--- src/rtl/loadstore_unit.sv ---
// loadstore_unit: memory-access stage behind the execution unit. Runs one
// req/ack data-memory transaction per load/store and formats byte/half/word
// lanes. Loads return sign- or zero-extended data for register writeback.
// Optional build macro LSU_ALIGN_CHECK_EN:
//   defined   - misaligned half/word accesses skip the bus and pulse fault.
//   undefined - fault is tied low, and misaligned addresses are truncated
//               down to the access size.
module loadstore_unit #(
  parameter int REG_IDX_W = 6
) (
  input  logic                 wb_clk_i,
  input  logic                 rst,
  input  logic                 is_load,
  input  logic                 is_store,
  input  logic                 sign_extend,
  input  logic [1:0]           loadstore_size,
  input  logic [31:0]          loadstore_address,
  input  logic [31:0]          store_data,
  input  logic [REG_IDX_W-1:0] dest_idx,
  input  logic [1:0]           dest_mask,
  output logic                 busy,
  output logic                 wb_valid,
  output logic [REG_IDX_W-1:0] wb_idx,
  output logic [1:0]           wb_mask,
  output logic [31:0]          wb_val,
  output logic                 fault,
  output logic                 mem_req,
  output logic                 mem_we,
  output logic [3:0]           mem_sel,
  output logic [31:0]          mem_addr,
  output logic [31:0]          mem_wdata,
  input  logic [31:0]          mem_rdata,
  input  logic                 mem_ack
);

  typedef enum logic [1:0] {S_IDLE, S_BUS, S_DONE} state_t;

  state_t               state_q, state_d;
  logic                 req_c, misal_c;
  logic [31:0]          eff_addr_c;
  logic [3:0]           sel_c;
  logic [31:0]          wdata_c;
  logic [7:0]           byte_c;
  logic [15:0]          half_c;
  logic [31:0]          fmt_c;

  logic [31:0]          addr_q, wdata_q, wb_val_q;
  logic [3:0]           sel_q;
  logic [1:0]           size_q, lane_q, mask_q;
  logic                 sign_q, we_q, load_q, fault_q;
  logic [REG_IDX_W-1:0] idx_q;

  assign req_c = is_load | is_store;

  // Classify alignment and form the effective address used for lane select
  always_comb begin
    misal_c    = 1'b0;
    eff_addr_c = loadstore_address;
`ifdef LSU_ALIGN_CHECK_EN
    case (loadstore_size)
      2'd0:    misal_c = 1'b0;
      2'd1:    misal_c = loadstore_address[0];
      default: misal_c = |loadstore_address[1:0];
    endcase
`else
    case (loadstore_size)
      2'd0:    eff_addr_c = loadstore_address;
      2'd1:    eff_addr_c[0] = 1'b0;
      default: eff_addr_c[1:0] = 2'b00;
    endcase
`endif
  end

  // Byte-lane enables and replicated write data for the request
  always_comb begin
    case (loadstore_size)
      2'd0: begin
        sel_c   = 4'b0001 << eff_addr_c[1:0];
        wdata_c = {4{store_data[7:0]}};
      end
      2'd1: begin
        sel_c   = eff_addr_c[1] ? 4'b1100 : 4'b0011;
        wdata_c = {2{store_data[15:0]}};
      end
      default: begin
        sel_c   = 4'b1111;
        wdata_c = store_data;
      end
    endcase
  end

  // Extract and extend the addressed lane of the returning read data
  always_comb begin
    byte_c = mem_rdata[{lane_q, 3'b000} +: 8];
    half_c = lane_q[1] ? mem_rdata[31:16] : mem_rdata[15:0];
    case (size_q)
      2'd0:    fmt_c = {{24{sign_q & byte_c[7]}}, byte_c};
      2'd1:    fmt_c = {{16{sign_q & half_c[15]}}, half_c};
      default: fmt_c = mem_rdata;
    endcase
  end

  // Next-state logic
  always_comb begin
    state_d = state_q;
    case (state_q)
      S_IDLE:  if (req_c) state_d = misal_c ? S_DONE : S_BUS;
      S_BUS:   if (mem_ack) state_d = S_DONE;
      S_DONE:  state_d = S_IDLE;
      default: state_d = S_IDLE;
    endcase
  end

  // State register
  always_ff @(posedge wb_clk_i) begin
    if (rst) state_q <= S_IDLE;
    else     state_q <= state_d;
  end

  // Latch the request on acceptance and the formatted load data on ack
  always_ff @(posedge wb_clk_i) begin
    if (rst) begin
      addr_q   <= '0;
      wdata_q  <= '0;
      sel_q    <= '0;
      size_q   <= '0;
      lane_q   <= '0;
      sign_q   <= 1'b0;
      we_q     <= 1'b0;
      load_q   <= 1'b0;
      fault_q  <= 1'b0;
      idx_q    <= '0;
      mask_q   <= '0;
      wb_val_q <= '0;
    end else begin
      if (state_q == S_IDLE && req_c) begin
        addr_q  <= {eff_addr_c[31:2], 2'b00};
        wdata_q <= wdata_c;
        sel_q   <= sel_c;
        size_q  <= loadstore_size;
        lane_q  <= eff_addr_c[1:0];
        sign_q  <= sign_extend;
        we_q    <= is_store;
        load_q  <= is_load & ~is_store;
        fault_q <= misal_c;
        idx_q   <= dest_idx;
        mask_q  <= dest_mask;
      end
      if (state_q == S_BUS && mem_ack) wb_val_q <= fmt_c;
    end
  end

  assign busy      = (req_c && state_q == S_IDLE) || state_q == S_BUS;
  assign mem_req   = (state_q == S_BUS);
  assign mem_we    = mem_req & we_q;
  assign mem_sel   = sel_q;
  assign mem_addr  = addr_q;
  assign mem_wdata = wdata_q;
  assign wb_valid  = (state_q == S_DONE) && load_q && !fault_q;
  assign wb_idx    = idx_q;
  assign wb_mask   = mask_q;
  assign wb_val    = wb_val_q;
`ifdef LSU_ALIGN_CHECK_EN
  assign fault     = (state_q == S_DONE) && fault_q;
`else
  assign fault     = 1'b0;
`endif

endmodule

--- config.mk ---
export PLATFORM = sky130hd
export DESIGN_NAME = loadstore_unit
export DESIGN_NICKNAME = d
export VERILOG_FILES = /design/src/rtl/loadstore_unit.sv
export SDC_FILE = /design/constraint.sdc
export NUM_CORES = 1
export LEC_CHECK = 0
export BUFFER_PORTS_ARGS = -buffer_cell sky130_fd_sc_hd__buf_4
export CAP_MARGIN = 20
export CORE_MARGIN = 2
export CORE_UTILIZATION = 30
export CTS_BUF_LIST = sky130_fd_sc_hd__clkbuf_4
export DETAILED_ROUTE_END_ITERATION = 16
export SLEW_MARGIN = 20
export SYNTH_ARGS = -nofsm -noshare
export SYNTH_HDL_FRONTEND = slang
export SYNTH_SLANG_ARGS = --single-unit
--- constraint.sdc ---
create_clock -name wb_clk_i -period 2.1 [get_ports wb_clk_i]
set_input_delay 0.105 -clock wb_clk_i [delete_from_list [all_inputs] [get_ports wb_clk_i]]
set_output_delay 0.105 -clock wb_clk_i [all_outputs]
set_load 0.05 [all_outputs]
==> results of run 1 <==
## cells by family after synthesis
| logic type | Yosys count | share of synthesized area [%] |
|---|---|---|
| buffers and inverters | 56 | 5.141 |
| AO/OA/AOI/OAI | 157 | 20.74 |
| other | 1 | 0.07628 |
| AND/OR/NAND/NOR | 249 | 21.33 |
| multiplexers | 28 | 5.879 |
| flip-flops | 115 | 46.83 |
## final timing paths
kind,from,to,slack (ps)
setup / recovery,state_q[1],mem_wdata[11],250
setup reg to reg,state_q[1],mem_wdata[11],250
hold / removal,store_data[14],mem_wdata[30],60
hold reg to reg,mem_sel[1],mem_sel[1],460
## worst max-delay path, delay by kind of cell (launching register included)
family                 cells  cell delay (ps)
DFF                        1              370
and+or+nand+nor            2              320
buffers and inverters      2              860
AOI/OAI and AO/OA          1              230
## synth_stat cells, drive strengths merged (2+ instances only)
cell type	n
nand2	170
dfxtp	115
a21oi	71
nor2	50
a211oi	35
buf	29
clkbuf	26
o21ai	25
mux2i	21
a311oi	8
nor3	8
a221oi	7
a32oi	7
mux2	7
nand2b	3
nor3b	3
and2	2
nand3	2
nor2b	2
nor4	2
## sequential cells by signal, summed over array words and instances, names as in the netlist
name	flops
mem_wdata	32
wb_val	32
mem_addr	30
wb_idx	6
mem_sel	4
lane_q	2
size_q	2
state_q	2
wb_mask	2
load_q	1
sign_q	1
we_q	1
## placed cells by master (no fill, tap or decap), types with 2 or more instances in the layout
master / synthesis / layout
conb_1: 1 / 3
and2_1: 2 / 2
buf_4: 3 / 234
diode_2: 0 / 2
o21ai_1: 5 / 5
dfxtp_1: 115 / 115
bufinv_16: 0 / 3
a21oi_1: 70 / 70
a211oi_1: 35 / 35
mux2i_1: 21 / 21
nand2_1: 169 / 169
mux2_2: 7 / 7
a311oi_1: 8 / 8
nor3_1: 7 / 7
nor3b_1: 2 / 2
o21ai_0: 19 / 19
a32oi_1: 7 / 7
dlygate4sd3_1: 0 / 113
nand3_1: 2 / 2
clkbuf_4: 0 / 18
a221oi_2: 7 / 7
clkinv_2: 0 / 3
nand2b_1: 3 / 3
nor2_1: 50 / 50
clkinv_4: 0 / 2
buf_12: 0 / 3
nor2b_1: 2 / 2
clkinvlp_4: 0 / 5
## final cells by class
type,count,area (um2)
diodes,2,5.005
clock buffers,18,135.1
clock inverters,14,163.9
fillers,1473,7739
inverters,1,3.754
multi-input cells,437,2376
flip-flops and latches,115,2302
well taps,216,270.3
repair buffers,350,2948
## repair_timing
item,CTS,global route
endpoints found under the hold margin,115,0
hold buffers,113,0
buffers inserted,0,0
setup endpoints to repair,0,0
## per-stage QoR
step / cells / area [um2] / worst slack (ps) / hold slack, ps
floorplan: 608 / 4923 / 452.6 / 200.6
global placement: 1006 / 6769 / 389.6 / 326.2
detailed placement: 1006 / 6769 / 349.3 / 324.9
CTS: 1151 / 8199 / 268.7 / 2.346
global route: 1152 / 8202 / 88.56 / 38.26
finish: 1153 / 8204 / 251.3 / 60.98
## power breakdown
group	internal, W	switching [W]	total [W]
Combinational	0.000728	0.00121	0.00194
Sequential	0.00237	0.000116	0.00248
Clock	0.000829	0.000901	0.00173
## per-layer routing
layer	up-vias	global-route usage, %	wire (um)
li1	2717	-	-
met1	2434	22.88	7255
met2	163	30.93	8027
met3	23	6.305	1075
met4	0	6.643	282
met5	-	0	0
==> summary.txt, run 1 <==
Outcome = complete, no violations
Maximum clock rate = 540.9 MHz
Final ANT Viol Nets = 0
Worst path slowest cell = dlygate4sd3_1
Max Cap Viol = 0
Die width = 132.0 um
Post-synthesis cell count = 606
Share of layout cells above drive strength 1 = 31.23%
Max incr delay on CP = 580 ps
Vias = 5337
Setup-failing EPs final = 0
Ordered cell list for the critical path = nor3_4 > buf_12 > nor2_1 > a311oi_1 > dlygate4sd3_1
Final Max Tran Viols = 0
RSZ-0062 raised after global routing = false
Remaining Overflow, GRT = 0
Post-route clock period utilization = 88.03%
Wire per inst = 14.43 um
H-tree levels = 4
CTS sink cnt = 115
1st-iter DRT viols = 324
Num ports = 225
Layout area overhead = 66.89%
# DRC = 0
FF+latch count, synth = 115
PostCTS Resize Cnt = 0
Vias/cell = 4.629
Synth area leaders = dfxtp_1, nand2_1, a21oi_1
Lkg Pwr = 3.496 nW
Post-Syn Area = 0.004916 mm2
Crit path required time = 2580 ps
Total CTS buffers = 17
Yosys top cell area share = 46.83%
Post-synthesis sequential area ratio = 46.83%
Register-to-Register Path Depth = 5
IO Port Bufs = 221
Slew headroom = 65.25%
Final design utilization = 51.46%
Pwr dens = 749.5 mW/mm2
Number of synthesized flops with an enable pin = 0
Die Y = 132.0 um
Warnings from Yosys = 0
Routability Congestion = 0.8178
Tot Pwr = 0.006149 W
Worst setup EP type = register
Critical Path AT = 2330 ps
Fin Setup TNS = 0 ps
Final Hold Fails = 0
Antenna violations before repair = 1
Gr usage total = 18.78%
Root Driver = clkbuf_4
Minimum clock period = 1849 ps
Initial core utilization = 30.84%
Die ar. = 0.01743 mm2
Clock Skew = 14.75 ps
Vias in the first global route = 5157
Largest net degree at the start of global routing = 64
Pre-Repair DR Iteration Count = 4
Measured slew at the worst slew-check pin = 521.2 ps
Net count reported at finish = 1034
Post-synth ARST share = 0%
Synth cell types = 42
Worst skew pair latency = 530 ps
Worst-path clk slew = 120 ps
TritonCTS clock tree = done
Hold Crit Class = in -> reg
Average size of a mapped cell = 8.112 um2
Hold Path Stages = 5
Synth Flop Type = dfxtp_1
DP HPWL = 10960 um
Leading area contributor after synthesis = dfxtp_1
Routed wire length = 16640 um
Row cnt = 46
Clock tree buffer depth = 2
Core Area = 0.01594 mm2
Worst VDD drop = 0.5528 mV
Critical path class = reg -> reg
First-pass GRT wire length = 26580 um
Crit Path Max Fanout = 63
Crit start category = register
(Power assumes the default switching activity.)
==> inputs of run 2 (changes only) <==
--- a/config.mk
+++ b/config.mk
@@ -9,7 +9,7 @@
 export CAP_MARGIN = 20
 export CORE_MARGIN = 2
 export CORE_UTILIZATION = 30
-export CTS_BUF_LIST = sky130_fd_sc_hd__clkbuf_4
+export CTS_BUF_LIST = sky130_fd_sc_hd__clkbuf_8 sky130_fd_sc_hd__clkbuf_16
 export DETAILED_ROUTE_END_ITERATION = 16
 export SLEW_MARGIN = 20
 export SYNTH_ARGS = -nofsm -noshare
==> constraint.sdc (replaced) <==
create_clock -name wb_clk_i -period 2.1 [get_ports wb_clk_i]
set_input_delay 0.42 -clock wb_clk_i [delete_from_list [all_inputs] [get_ports wb_clk_i]]
set_output_delay 0.42 -clock wb_clk_i [all_outputs]
set_load 0.05 [all_outputs]
==> run 2 against run 1 <==
- hold slack better by 170 ps
- core utilization decreased by 5.0 points
- clock skew shrank 8.2 ps
- largest cell class is now multi-input gates
- sequential power barely moved
- sequential share of layout area is 3.0 points higher
- global-route usage decreased by 0.88 points
- critical path depth down 2
- routed wire length down 5.7%
- non-clock buffer count fell by 109
- die area did not move
- maximum frequency is 3.8% lower
- largest power group is now the clock network
- highest routed layer unchanged
- flip-flop and latch count is the same
==> summary.txt, run 2 (synthesis results as in run 1) <==
Clock Skew = 6.547 ps
Net count reported at finish = 925
Met2 Use GR = 27.60%
Final design utilization = 46.46%
Final Max Tran Viols = 0
Setup-failing EPs final = 0
Final Hold Fails = 0
Lkg Pwr = 3.194 nW
Max incr delay on CP = 440 ps
Remaining Overflow, GRT = 0
Crit Path Max Fanout = 5
Die ar. = 0.01743 mm2
Sequential cell area = 0.002302 mm2
Internal power = 0.004889 W
Outcome = complete, no violations
Core Area = 0.01594 mm2
Total CTS buffers = 17
Row cnt = 46
H-tree levels = 4
Worst-path clk slew = 50 ps
First-pass GRT wire length = 25090 um
Setup Buffers After CTS = 0
Die Y = 132.0 um
Die width = 132.0 um
Worst skew pair latency = 410 ps
Max Cap Viol = 0
PostCTS Resize Cnt = 0
1st-iter DRT viols = 301
Pre-Repair DR Iteration Count = 6
TritonCTS clock tree = done
Gr usage total = 17.90%
Met3 usage = 6.728%
Pwr dens = 971.4 mW/mm2
Hold Crit Class = in -> reg
Most common cell after layout, fill and taps aside = buf_4
NetSw = 0.002306 W
IO Port Bufs = 221
Ordered cell list for the critical path = and2b_2 > and2_1 > buf_4
Initial core utilization = 30.84%
Worst r2r src = state_q[0]
RR Endpoint = wb_val[27]
CTS sink cnt = 115
Maximum clock rate = 520.6 MHz
Routability Congestion = 0.8193
Wire per inst = 15.06 um
Slew headroom = 66.93%
Multi-input logic area = 0.002376 mm2
Crit start category = register
RSZ-0062 raised after global routing = false
Num ports = 225
End of the critical path = mem_we
Fin Setup TNS = 0 ps
Fillers = 1583
Tot Pwr = 0.007195 W
Buf/Inv on CP = 1
Critical Path AT = 1500 ps
Layout area overhead = 50.67%
Vias in the first global route = 4722
Worst VDD drop = 0.7491 mV
Routed wire length = 15690 um
Switching Fraction = 32.04%
Final ANT Viol Nets = 0
Worst path slowest cell = dfxtp_1
Antenna violations before repair = 0
Measured slew at the worst slew-check pin = 493.9 ps
Reg-to-reg setup timing slack = 330 ps
Vias = 4929
Post-route clock period utilization = 91.47%
Post-CTS Hold Buffers = 0
WP depth = 3
Most frequent cells in the layout = buf_4, nand2_1, dfxtp_1, a21oi_1, nor2_1
Root Driver = clkbuf_16
Largest net degree at the start of global routing = 98
Worst setup path start = state_q[1]
Combinational share of power = 24.6%
Clock tree buffer depth = 2
# DRC = 0
Clock power share = 41.0%
Critical path class = reg -> out
Worst setup EP type = output port
Met1 global-route usage = 22.83%
Ant. Diodes = 0
Most Crowded Layer GR = met2
Register-to-Register Path Depth = 5
Seq pwr share = 34.4%
Minimum clock period = 1921 ps
Vias/cell = 4.730
CP delay by family, top = simple AND/OR/NAND/NOR gates
DP HPWL = 11050 um
Crit path required time = 1680 ps
Share of layout cells above drive strength 1 = 35.96%
==> run 2: cell types whose count changed in the layout (fill, tap and decap cells not counted), moves of 3 or more <==
cell           before  now
dlygate4sd3_1     113    0
clkbuf_4           18    0
clkbuf_16           0   17
clkbuf_8            0    6
buf_4             234  238
clkinvlp_4          5    2
==> run 2: per-layer routing <==
metal  vias to the layer above  part of all wire (%)
li1                       2490                     -
met5                         -                     0
met2                       178                    46
met4                         0                   1.8
met1                      2238                    45
met3                        23                   7.9
==> run 2: final cells by class <==
type | instances | area share [%]
multi-input cells | 437 | 32.08
flip-flops and latches | 115 | 31.08
repair buffers | 241 | 24.93
clock buffers | 23 | 6.858
well taps | 216 | 3.649
clock inverters | 9 | 1.351
inverters | 1 | 0.05068
==> run 2: through the flow <==
step | instance area (um2) | cells | hold WS (ps) | setup WS [ps]
floorplan | 4923 | 608 | 431.7 | 452.6
global placement | 6799 | 1010 | 441.7 | 327.0
detailed placement | 6799 | 1010 | 446.6 | 299.9
CTS | 7407 | 1042 | 209.9 | 150.1
global route | 7407 | 1042 | 223.9 | 126.2
finish | 7407 | 1042 | 226.6 | 179.0
==> run 2: worst reg2reg max path, cell delays in order, from the launching register on <==
cell and delay, ps:
dfxtp_1 430, and2b_2 250, and2_1 440, buf_4 290, nor2_1 60, a211oi_1 210
==> run 2: power by group through the flow <==
stage	clock network, W	logic [W]	registers, W
2_1_floorplan	0	0.000564	0.00310
6_report	0.00295	0.00177	0.00248
3_3_place_gp	0	0.00178	0.00252
3_5_place_dp	0	0.00178	0.00252
5_1_grt	0.00312	0.00189	0.00250
4_1_cts	0.00301	0.00179	0.00248
==> run 2: how the worst min path moves through the flow <==
| stage | endpoint | cells past startpoint | start |
|---|---|---|---|
| final | load_q | 2 | is_store |
| after global routing | load_q | 2 | is_store |
| after CTS | load_q | 2 | is_store |
| after detailed placement | mem_wdata[30] | 2 | mem_wdata[30] |
| after global placement | mem_sel[1] | 2 | mem_sel[1] |
| after floorplan | we_q | 2 | we_q |
==> inputs of run 3 (changes only) <==
--- a/config.mk
+++ b/config.mk
@@ -5,6 +5,7 @@
 export SDC_FILE = /design/constraint.sdc
 export NUM_CORES = 1
 export LEC_CHECK = 0
+export ABC_AREA = 1
 export BUFFER_PORTS_ARGS = -buffer_cell sky130_fd_sc_hd__buf_4
 export CAP_MARGIN = 20
 export CORE_MARGIN = 2
==> run 3 against run 2 <==
- worst setup slack better by 46 ps
- clock skew is essentially flat
- via count rose by 3.0%
- first-iteration DRC count rose by 17%
- synthesized cell count is 11% higher
- power rose by 0.31%
- largest cell class is now sequential cells
- maximum frequency rose by 2.5%
- area after synthesis grew 0.61%
- hold slack improved by 31 ps
- critical path type unchanged
- flip-flop and latch count is the same
==> summary.txt, run 3 <==
Routed wire length = 16020 um
Core Area = 0.01600 mm2
PostCTS Resize Cnt = 0
Sequential cell area = 0.002302 mm2
Yosys top cell area share = 46.55%
Setup-failing EPs final = 0
First-pass GRT wire length = 25330 um
Final ANT Viol Nets = 0
Post-synthesis cell count = 675
Worst-path clk slew = 60 ps
Total CTS buffers = 17
Crit Path Max Fanout = 15
Max incr delay on CP = 330 ps
Crit start category = register
Buf/Inv on CP = 1
Net count reported at finish = 991
IO Port Bufs = 221
# DRC = 0
CP delay by family, top = simple AND/OR/NAND/NOR gates
Maximum clock rate = 533.4 MHz
Outcome = complete, no violations
Critical path class = reg -> out
Final Max Tran Viols = 0
CTS sink cnt = 115
Initial core utilization = 30.91%
Warnings from Yosys = 0
Final Hold Fails = 0
Slew headroom = 61.46%
Most frequent cells in the layout = buf_4, nand2_1, dfxtp_1, nor2_1, a21oi_1
1st-iter DRT viols = 351
Row cnt = 46
Fin cells = 1107
Tot Pwr = 0.007217 W
Vias/cell = 4.586
Die ar. = 0.01753 mm2
Commonest cells post-synth = nand2_1, dfxtp_1, nor2_1, a21oi_1, o21ai_0
Gr usage total = 18.04%
Clock tree buffer depth = 2
Post-CTS Hold Buffers = 0
Synth area leaders = dfxtp_1, nand2_1, a21oi_1
Clock Skew = 6.268 ps
Multi-input logic area = 0.002228 mm2
Count leader, synth = nand2_1
Max Cap Viol = 0
Number of synthesized flops with an enable pin = 0
Vias = 5077
Inst Count DP = 1076
Die width = 132.4 um
Leading area contributor after synthesis = dfxtp_1
RSZ-0062 raised after global routing = false
FF+latch count, synth = 115
Worst setup EP type = output port
Synth Flop Type = dfxtp_1
TritonCTS clock tree = done
Routability Congestion = 0.8089
Ant. Diodes = 0
Post-synth ARST share = 0%
Worst path slowest cell = dfxtp_1
Wire per inst = 14.47 um
Worst skew pair latency = 410 ps
Post-synthesis sequential area ratio = 46.55%
Post-route clock period utilization = 89.28%
Fillers = 1707
Worst VDD drop = 0.5428 mV
H-tree levels = 4
Minimum clock period = 1875 ps
Synth cell types = 30
Fin Setup TNS = 0 ps
Ordered cell list for the critical path = nor2_1 > nand2_2 > nand2_1 > buf_4
Antenna violations before repair = 0
Most common cell after layout, fill and taps aside = buf_4
Hold Crit Class = in -> reg
Share of layout cells above drive strength 1 = 33.45%
Crit path required time = 1680 ps
Root Driver = clkbuf_16
Vias in the first global route = 4634
Pwr dens = 987.1 mW/mm2
Critical Path AT = 1450 ps
DP HPWL = 11360 um
Largest net degree at the start of global routing = 60
Measured slew at the worst slew-check pin = 576.8 ps
Average size of a mapped cell = 7.327 um2
Setup Buffers After CTS = 0
Remaining Overflow, GRT = 0
Num ports = 225
Post-Syn Area = 0.004946 mm2
Layout area overhead = 47.84%
Die Y = 132.4 um
Lkg Pwr = 3.455 nW
Pre-Repair DR Iteration Count = 5
-- run 3: changes by cell type after synthesis, sizes merged, moves of 16 or more --
cell / delta
mux2i: -21
o21ai: +53
nand2: -16
a211oi: -34
inv: +43
nor2: +47
-- run 3: worst paths after layout --
path	from	to	slack, ps	cells after the start
max	state_q[1]	busy	230	4
min	loadstore_address[12]	mem_addr[12]	260	3
max reg2reg	size_q[1]	wb_val[19]	530	7
min reg2reg	we_q	we_q	450	2
-- run 3: logic make-up (layout without fill, tap and decap cells) --
| group | Yosys count | in the layout | synth area share (%) |
|---|---|---|---|
| DFF | 115 | 115 | 46.55 |
| other | 1 | 3 | 0.07582 |
| and+or+nand+nor | 274 | 274 | 23.10 |
| buffers and inverters | 93 | 307 | 8.550 |
| AOI/OAI and AO/OA | 192 | 192 | 21.73 |
-- run 3: area by class of cell --
class | count | area share [%]
timing repair buffer | 232 | 24.33
clock buffer | 19 | 6.194
clock inverter | 12 | 1.489
multi-input combinational | 469 | 30.48
inverter | 44 | 2.327
sequential | 115 | 31.49
tap | 216 | 3.696
-- run 3: per-layer routing --
layer  up-vias  global-route usage (%)  wire, um
met5         -                       0         0
met4         0                   8.423       465
met3        36                   4.614       927
met2       166                   27.09      7410
met1      2254                   24.22      7217
li1       2621                       -         -
-- run 3: report_power, final --
group,switching [W],total (W),internal (W)
sequential,0.000115,0.00251,0.00240
clock,0.00105,0.00273,0.00168
combinational,0.00135,0.00198,0.000630
-- run 3: worst min-delay path, delay by kind of cell --
kind / cells / cell delay (ps)
buffers and inverters: 1 / 70
AO/OA/AOI/OAI: 1 / 70
AND/OR/NAND/NOR: 1 / 70
-- run 3: per-stage QoR --
stage               utilization [%]  hold WS (ps)  instance area (um2)  worst slack (ps)
global placement              42.19         448.7                 6750             455.2
finish                        45.70         257.6                 7312             225.2
CTS                           45.70         240.7                 7312             183.9
floorplan                         -         427.1                 4954             419.2
global route                  45.70         255.7                 7312             132.5
detailed placement            42.19         446.9                 6750             407.3
